===== src/rtl/uart_rx_byte_if.sv =====
// Receiver-side bundle: serial line in, byte strobe / error strobe / busy out.
// master = the receiver, slave = whatever drives the line and consumes the bytes.
interface uart_rx_byte_if;
  logic       uart_rxd;
  logic       rx_en;
  logic [7:0] rx_data;
  logic       frame_err;
  logic       busy;

  modport master (
    input  uart_rxd,
    output rx_en,
    output rx_data,
    output frame_err,
    output busy
  );

  modport slave (
    output uart_rxd,
    input  rx_en,
    input  rx_data,
    input  frame_err,
    input  busy
  );
endinterface


===== src/rtl/uart_rx_byte.sv =====
// 8N1 UART receiver with mid-bit sampling from an integer divider.
// BAUD_DIV = CLK_FREQ/BAUD_RATE must be at least 4.
module uart_rx_byte #(
  parameter int unsigned CLK_FREQ  = 50_000_000,
  parameter int unsigned BAUD_RATE = 115200
) (
  input  logic           clk,
  input  logic           rst_n,
  uart_rx_byte_if.master bus
);

  localparam int unsigned BAUD_DIV = CLK_FREQ / BAUD_RATE;
  localparam int unsigned CNT_W    = $clog2(BAUD_DIV);
  localparam logic [CNT_W-1:0] CNT_LAST = CNT_W'(BAUD_DIV - 1);
  localparam logic [CNT_W-1:0] CNT_MID  = CNT_W'(BAUD_DIV / 2 - 1);
  localparam logic [CNT_W-1:0] CNT_ONE  = CNT_W'(1);

  typedef enum logic [1:0] {
    S_IDLE,
    S_START,
    S_DATA,
    S_STOP
  } state_e;

  state_e           state_q, state_d;
  logic [CNT_W-1:0] cnt_q, cnt_d;
  logic [2:0]       bit_idx_q, bit_idx_d;
  logic [7:0]       shift_q, shift_d;
  logic [7:0]       rx_data_q, rx_data_d;
  logic             rx_en_q, rx_en_d;
  logic             frame_err_q, frame_err_d;
  logic             sync1_q, sync2_q, prev_q;
  logic             rxd_s;
  logic             fall;

  assign rxd_s = sync2_q;
  assign fall  = prev_q & ~rxd_s;

  always_ff @(posedge clk or negedge rst_n) begin
    if (!rst_n) begin
      sync1_q     <= 1'b1;
      sync2_q     <= 1'b1;
      prev_q      <= 1'b1;
      state_q     <= S_IDLE;
      cnt_q       <= '0;
      bit_idx_q   <= '0;
      shift_q     <= '0;
      rx_data_q   <= '0;
      rx_en_q     <= 1'b0;
      frame_err_q <= 1'b0;
    end else begin
      sync1_q     <= bus.uart_rxd;
      sync2_q     <= sync1_q;
      prev_q      <= sync2_q;
      state_q     <= state_d;
      cnt_q       <= cnt_d;
      bit_idx_q   <= bit_idx_d;
      shift_q     <= shift_d;
      rx_data_q   <= rx_data_d;
      rx_en_q     <= rx_en_d;
      frame_err_q <= frame_err_d;
    end
  end

  // The counter is cleared on every transition, so each state starts at 0.
  always_comb begin
    state_d     = state_q;
    cnt_d       = cnt_q + CNT_ONE;
    bit_idx_d   = bit_idx_q;
    shift_d     = shift_q;
    rx_data_d   = rx_data_q;
    rx_en_d     = 1'b0;
    frame_err_d = 1'b0;
    unique case (state_q)
      S_IDLE: begin
        cnt_d = '0;
        if (fall) state_d = S_START;
      end
      S_START: begin
        if (cnt_q == CNT_MID) begin
          cnt_d     = '0;
          bit_idx_d = '0;
          state_d   = rxd_s ? S_IDLE : S_DATA;
        end
      end
      S_DATA: begin
        if (cnt_q == CNT_LAST) begin
          cnt_d            = '0;
          shift_d[bit_idx_q] = rxd_s;
          if (bit_idx_q == 3'd7) state_d = S_STOP;
          else                   bit_idx_d = bit_idx_q + 3'd1;
        end
      end
      S_STOP: begin
        if (cnt_q == CNT_LAST) begin
          cnt_d   = '0;
          state_d = S_IDLE;
          if (rxd_s) begin
            rx_data_d = shift_q;
            rx_en_d   = 1'b1;
          end else begin
            frame_err_d = 1'b1;
          end
        end
      end
      default: begin
        cnt_d   = '0;
        state_d = S_IDLE;
      end
    endcase
  end

  assign bus.rx_en     = rx_en_q;
  assign bus.rx_data   = rx_data_q;
  assign bus.frame_err = frame_err_q;
  assign bus.busy      = (state_q != S_IDLE);

endmodule


===== src/flat_wrapper.sv =====
// flat-port wrapper written by rule: the top's interface ports become plain ports
module uart_rx_byte_flat 
#(
  parameter int unsigned CLK_FREQ  = 50_000_000,
  parameter int unsigned BAUD_RATE = 115200
)
  (clk, rst_n, bus_uart_rxd, bus_rx_en, bus_rx_data, bus_frame_err, bus_busy);
  uart_rx_byte_if bus_i ();
  input  logic clk;
  input  logic rst_n;
  input wire logic [$bits(bus_i.uart_rxd)-1:0] bus_uart_rxd;
  output wire logic [$bits(bus_i.rx_en)-1:0] bus_rx_en;
  output wire logic [$bits(bus_i.rx_data)-1:0] bus_rx_data;
  output wire logic [$bits(bus_i.frame_err)-1:0] bus_frame_err;
  output wire logic [$bits(bus_i.busy)-1:0] bus_busy;
  assign bus_i.uart_rxd = bus_uart_rxd;
  assign bus_rx_en = bus_i.rx_en;
  assign bus_rx_data = bus_i.rx_data;
  assign bus_frame_err = bus_i.frame_err;
  assign bus_busy = bus_i.busy;
  uart_rx_byte #(.CLK_FREQ(CLK_FREQ), .BAUD_RATE(BAUD_RATE)) u_core (.clk(clk), .rst_n(rst_n), .bus(bus_i));
endmodule

===== config.mk =====
export PLATFORM = sky130hd
export DESIGN_NAME = uart_rx_byte_flat
export DESIGN_NICKNAME = d
export VERILOG_FILES = /design/src/rtl/uart_rx_byte_if.sv /design/src/rtl/uart_rx_byte.sv /design/src/flat_wrapper.sv
export SDC_FILE = /design/constraint.sdc
export NUM_CORES = 1
export LEC_CHECK = 0
export CORE_MARGIN = 2
export CORE_UTILIZATION = 55
export DETAILED_ROUTE_END_ITERATION = 12
export GPL_ROUTABILITY_DRIVEN = 0
export PLACE_DENSITY = 0.78
export SLEW_MARGIN = 15
export SYNTH_ARGS = -nofsm -noshare
export SYNTH_HDL_FRONTEND = slang
export SYNTH_SLANG_ARGS = --single-unit

===== constraint.sdc =====
create_clock -name clk -period 2.4 [get_ports clk]
set_input_delay 0.24 -clock clk [delete_from_list [all_inputs] [get_ports clk]]
set_output_delay 0.24 -clock clk [all_outputs]
set_load 0.02 [all_outputs]

==> metrics.yaml <==
power_and_ir_drop:
  seq_power_share_pct: 51.1
  p_per_area_nw_per_um2: 628.8
  p_leak_nw: 0.8484
  ir_drop_v: 0.0008163
  internal_power_w: 0.0009444
  p_comb_share_pct: 4.4
  power_switching_w: 0.0002475
  p_clk_share_pct: 44.5
  swShare_pct: 20.77
  power_w: 0.001192
sta:
  grt_setup_unrepaired: "false"
  timing.setup.tns_ps: 0
  clock_skew_ps: 12.58
  timing_hold_violations_final: 0
  fin_crit_sh_pct: 91.40
  finalSetupViolations: 0
  finalWorstPathRequiredPeriod_ps: 2194
  max_clock_freq_ghz: 0.4559
  worstMarginPinSlew_ps: 505.9
  max-slew-margin-rel_pct: 65.96
  drv_slew: 0
floorplan:
  die_w_um: 58.28
  core-area_um2: 2781
  start_util_pct: 58.25
  core.rowCount: 19
  die_y_um: 58.28
  design.die.area_um2: 3396
  io_pins: 14
grt:
  grt_busiest_layer: "met2"
  grt_first_pass_wirelength_um: 4933
  grt_max_degree: 36
  grtUsageTotal_pct: 19.77
  use_met2_pct: 28.09
  grt_pass1_vias: 1131
  antenna_found_initial: 0
  grt-ovfl-total: 0
  use_met3_pct: 6.920
  grt_use_met1_pct: 25.82
setup_path:
  cp.arrival_ps: 2450
  crit_fanout: 7
  setup.worst_path.class: "register to register"
  cp.required_ps: 2650
  end_kind: "register"
  critPathLaunchType: "register"
synth:
  ys_warn_count: 0
  syn-num-nets: 144
  synthSimpleGateAreaFrac_pct: 17.99
  syn_area_um2: 1620
  yosysUniqueCellTypes: 33
  synth_top_family_by_area: "simple AND/OR/NAND/NOR gates"
  ys_seq_area_share_pct: 54.29
  synth_fa_ha_area_share_pct: 3.861
  synthTopCellsByArea: "dfrtp_1, mux2_2, dfstp_2"
  ys_ff_latch: 35
  syn_avg_cell_area_um2: 11.91
  synth_mux_area_share_pct: 12.05
  synth_compound_area_share_pct: 3.861
  synth_top_area_cell: "dfrtp_1"
  synth_xor_area_share_pct: 3.784
  synth_top_area_share_pct: 49.42
  synth_cells: 136
clock_tree:
  clk_pin_slew_worst_paths_ps: 120
  cts_num_sinks: 35
  htree_levels: 2
  hold_buffers: 0
  cts_root_buf: "clkbuf_4"
  worstSkewPairLatency_ps: 350
  cts.path.max_buffers: 2
  numCtsBuffers: 5
  cts_tree: "built"
  cts_resized: 0
layout:
  mostFrequentLayoutCells: "dfrtp_1, nor2_1, mux2_2, clkdlybuf4s50_1, nand2_1"
  layout_commonest_cell: "dfrtp_1"
  antennaDiodeCount: 0
  area_growth_pct: 16.99
  final_nets: 163
  final_area_um2: 1896
  drive_gt1_share_pct: 24.36
placement:
  place_area_um2: 1770
  io_buffers: 13
  dp_hpwl_um: 1972
drt:
  viasPerCell: 5.695
  wl_per_cell_um: 14.86
  drt_iter0_drc: 24
  num_vias: 1065
  first_pass_iters: 4
  drt-total-wl_um: 2778
  detail-route-antenna-nets: 0
  route.detailed.drc: 0
hold_path:
  hp-class: "input pin to asynchronous set/reset pin"
run:
  cap_violations: 0
outcome:
  run_status: "completed"
## registers in the layout (all words and copies together), names as in the netlist, named ones only
register	count
u_core.rxd_s	1
u_core.bus.rx_en	1
u_core.sync1_q	1
u_core.prev_q	1
u_core.state_q	1
u_core.bus.frame_err	1
u_core.cnt_q	9
u_core.bus.rx_data	8
u_core.shift_q	8
u_core.bit_idx_q	3
## through the flow
step / cells / setup slack [ps] / hold slack (ps) / utilization (%)
after floorplan: 136 / 338.3 / -55.59 / -
after global placement: 178 / 165.9 / 346.5 / 63.65
after detailed placement: 178 / 53.51 / 347.6 / 63.65
after CTS: 186 / 45.91 / 278.0 / 67.43
after global routing: 187 / 48.64 / 281.5 / 68.15
final: 187 / 206.5 / 277.5 / 68.15
## Yosys cell counts
cell and count:
dfrtp_1 32, nor2_1 19, mux2_2 16, nand2_1 6
ha_1 5, inv_1 5, nand3_1 5, xnor2_1 5
nor3_1 4, nor4_1 4, buf_6 3, dfstp_2 3
a21oi_1 2, a22o_1 2, a31oi_1 2, clkbuf_1 2
nand2b_1 2, nand4_1 2, nand4b_1 2, xor2_1 2
a22oi_1 1, a2bb2oi_2 1, and3_1 1, buf_4 1
mux2_4 1, nand3b_1 1, nor3_2 1, nor3_4 1
nor4_2 1, nor4b_1 1, or2_2 1, or4_1 1
or4b_1 1
## routing by layer
layer  vias up  share of wire, %
li1        513                 -
met1       516                46
met2        31                46
met3         5               5.7
met4         0               2.4
met5         -                 0
## worst max-delay path, stage by stage (launching register included)
cell and delay (ps):
dfrtp_1 410, inv_1 90, ha_1 150, nand4b_1 130
or4_1 600, nor4_1 360, mux2_2 370
## path summary, 6_finish.rpt
kind                                                start                                 to  slack (ps)  cells after the start
max in group asynchronous                           rst_n             u_core.rxd_s$_DFF_PN1_        1780                      2
worst max register to register  u_core.cnt_q[1]$_DFF_PN0_      u_core.shift_q[6]$_DFFE_PN0P_         210                      6
min in group clk                             bus_uart_rxd           u_core.sync1_q$_DFF_PN1_         300                      1
worst max-delay path            u_core.cnt_q[1]$_DFF_PN0_      u_core.shift_q[6]$_DFFE_PN0P_         210                      6
worst min-delay path                                rst_n  u_core.bus.rx_data[4]$_DFFE_PN0P_         280                      2
worst min register to register   u_core.sync1_q$_DFF_PN1_             u_core.rxd_s$_DFF_PN1_         360                      0
## kinds of logic after synthesis
kind of cell,Yosys count
and+or+nand+nor,53
DFF,35
muxes,17
buffers and inverters,11
AOI/OAI and AO/OA,8
xor gates and xnor gates,7
adders and majority gates,5
## final cells by class
type                            count  area, um^2
Inverter                            5       18.77
Timing Repair Buffer               18       180.2
Clock inverter                      3       67.56
Clock buffer                        5       37.54
Multi-Input combinational cell     90       673.1
Tap cell                           31       38.79
Sequential cell                    35       879.6
Fill cell                         212       885.9
## power by group through the flow
| stage | Sequential, W | Clock, W | Combinational [W] |
|---|---|---|---|
| floorplan | 0.000613 | 0 | 0.0000341 |
| global placement | 0.000619 | 0 | 0.0000520 |
| detailed placement | 0.000620 | 0 | 0.0000535 |
| CTS | 0.000609 | 0.000541 | 0.0000538 |
| global route | 0.000611 | 0.000563 | 0.0000596 |
| finish | 0.000609 | 0.000530 | 0.0000530 |
## repair_timing
item                                    CTS  global route
buffers inserted                          0             1
endpoints found under the setup margin    0             8
hold endpoints to repair                  0             0
Note: power is estimated with default switching activity, not from simulation.
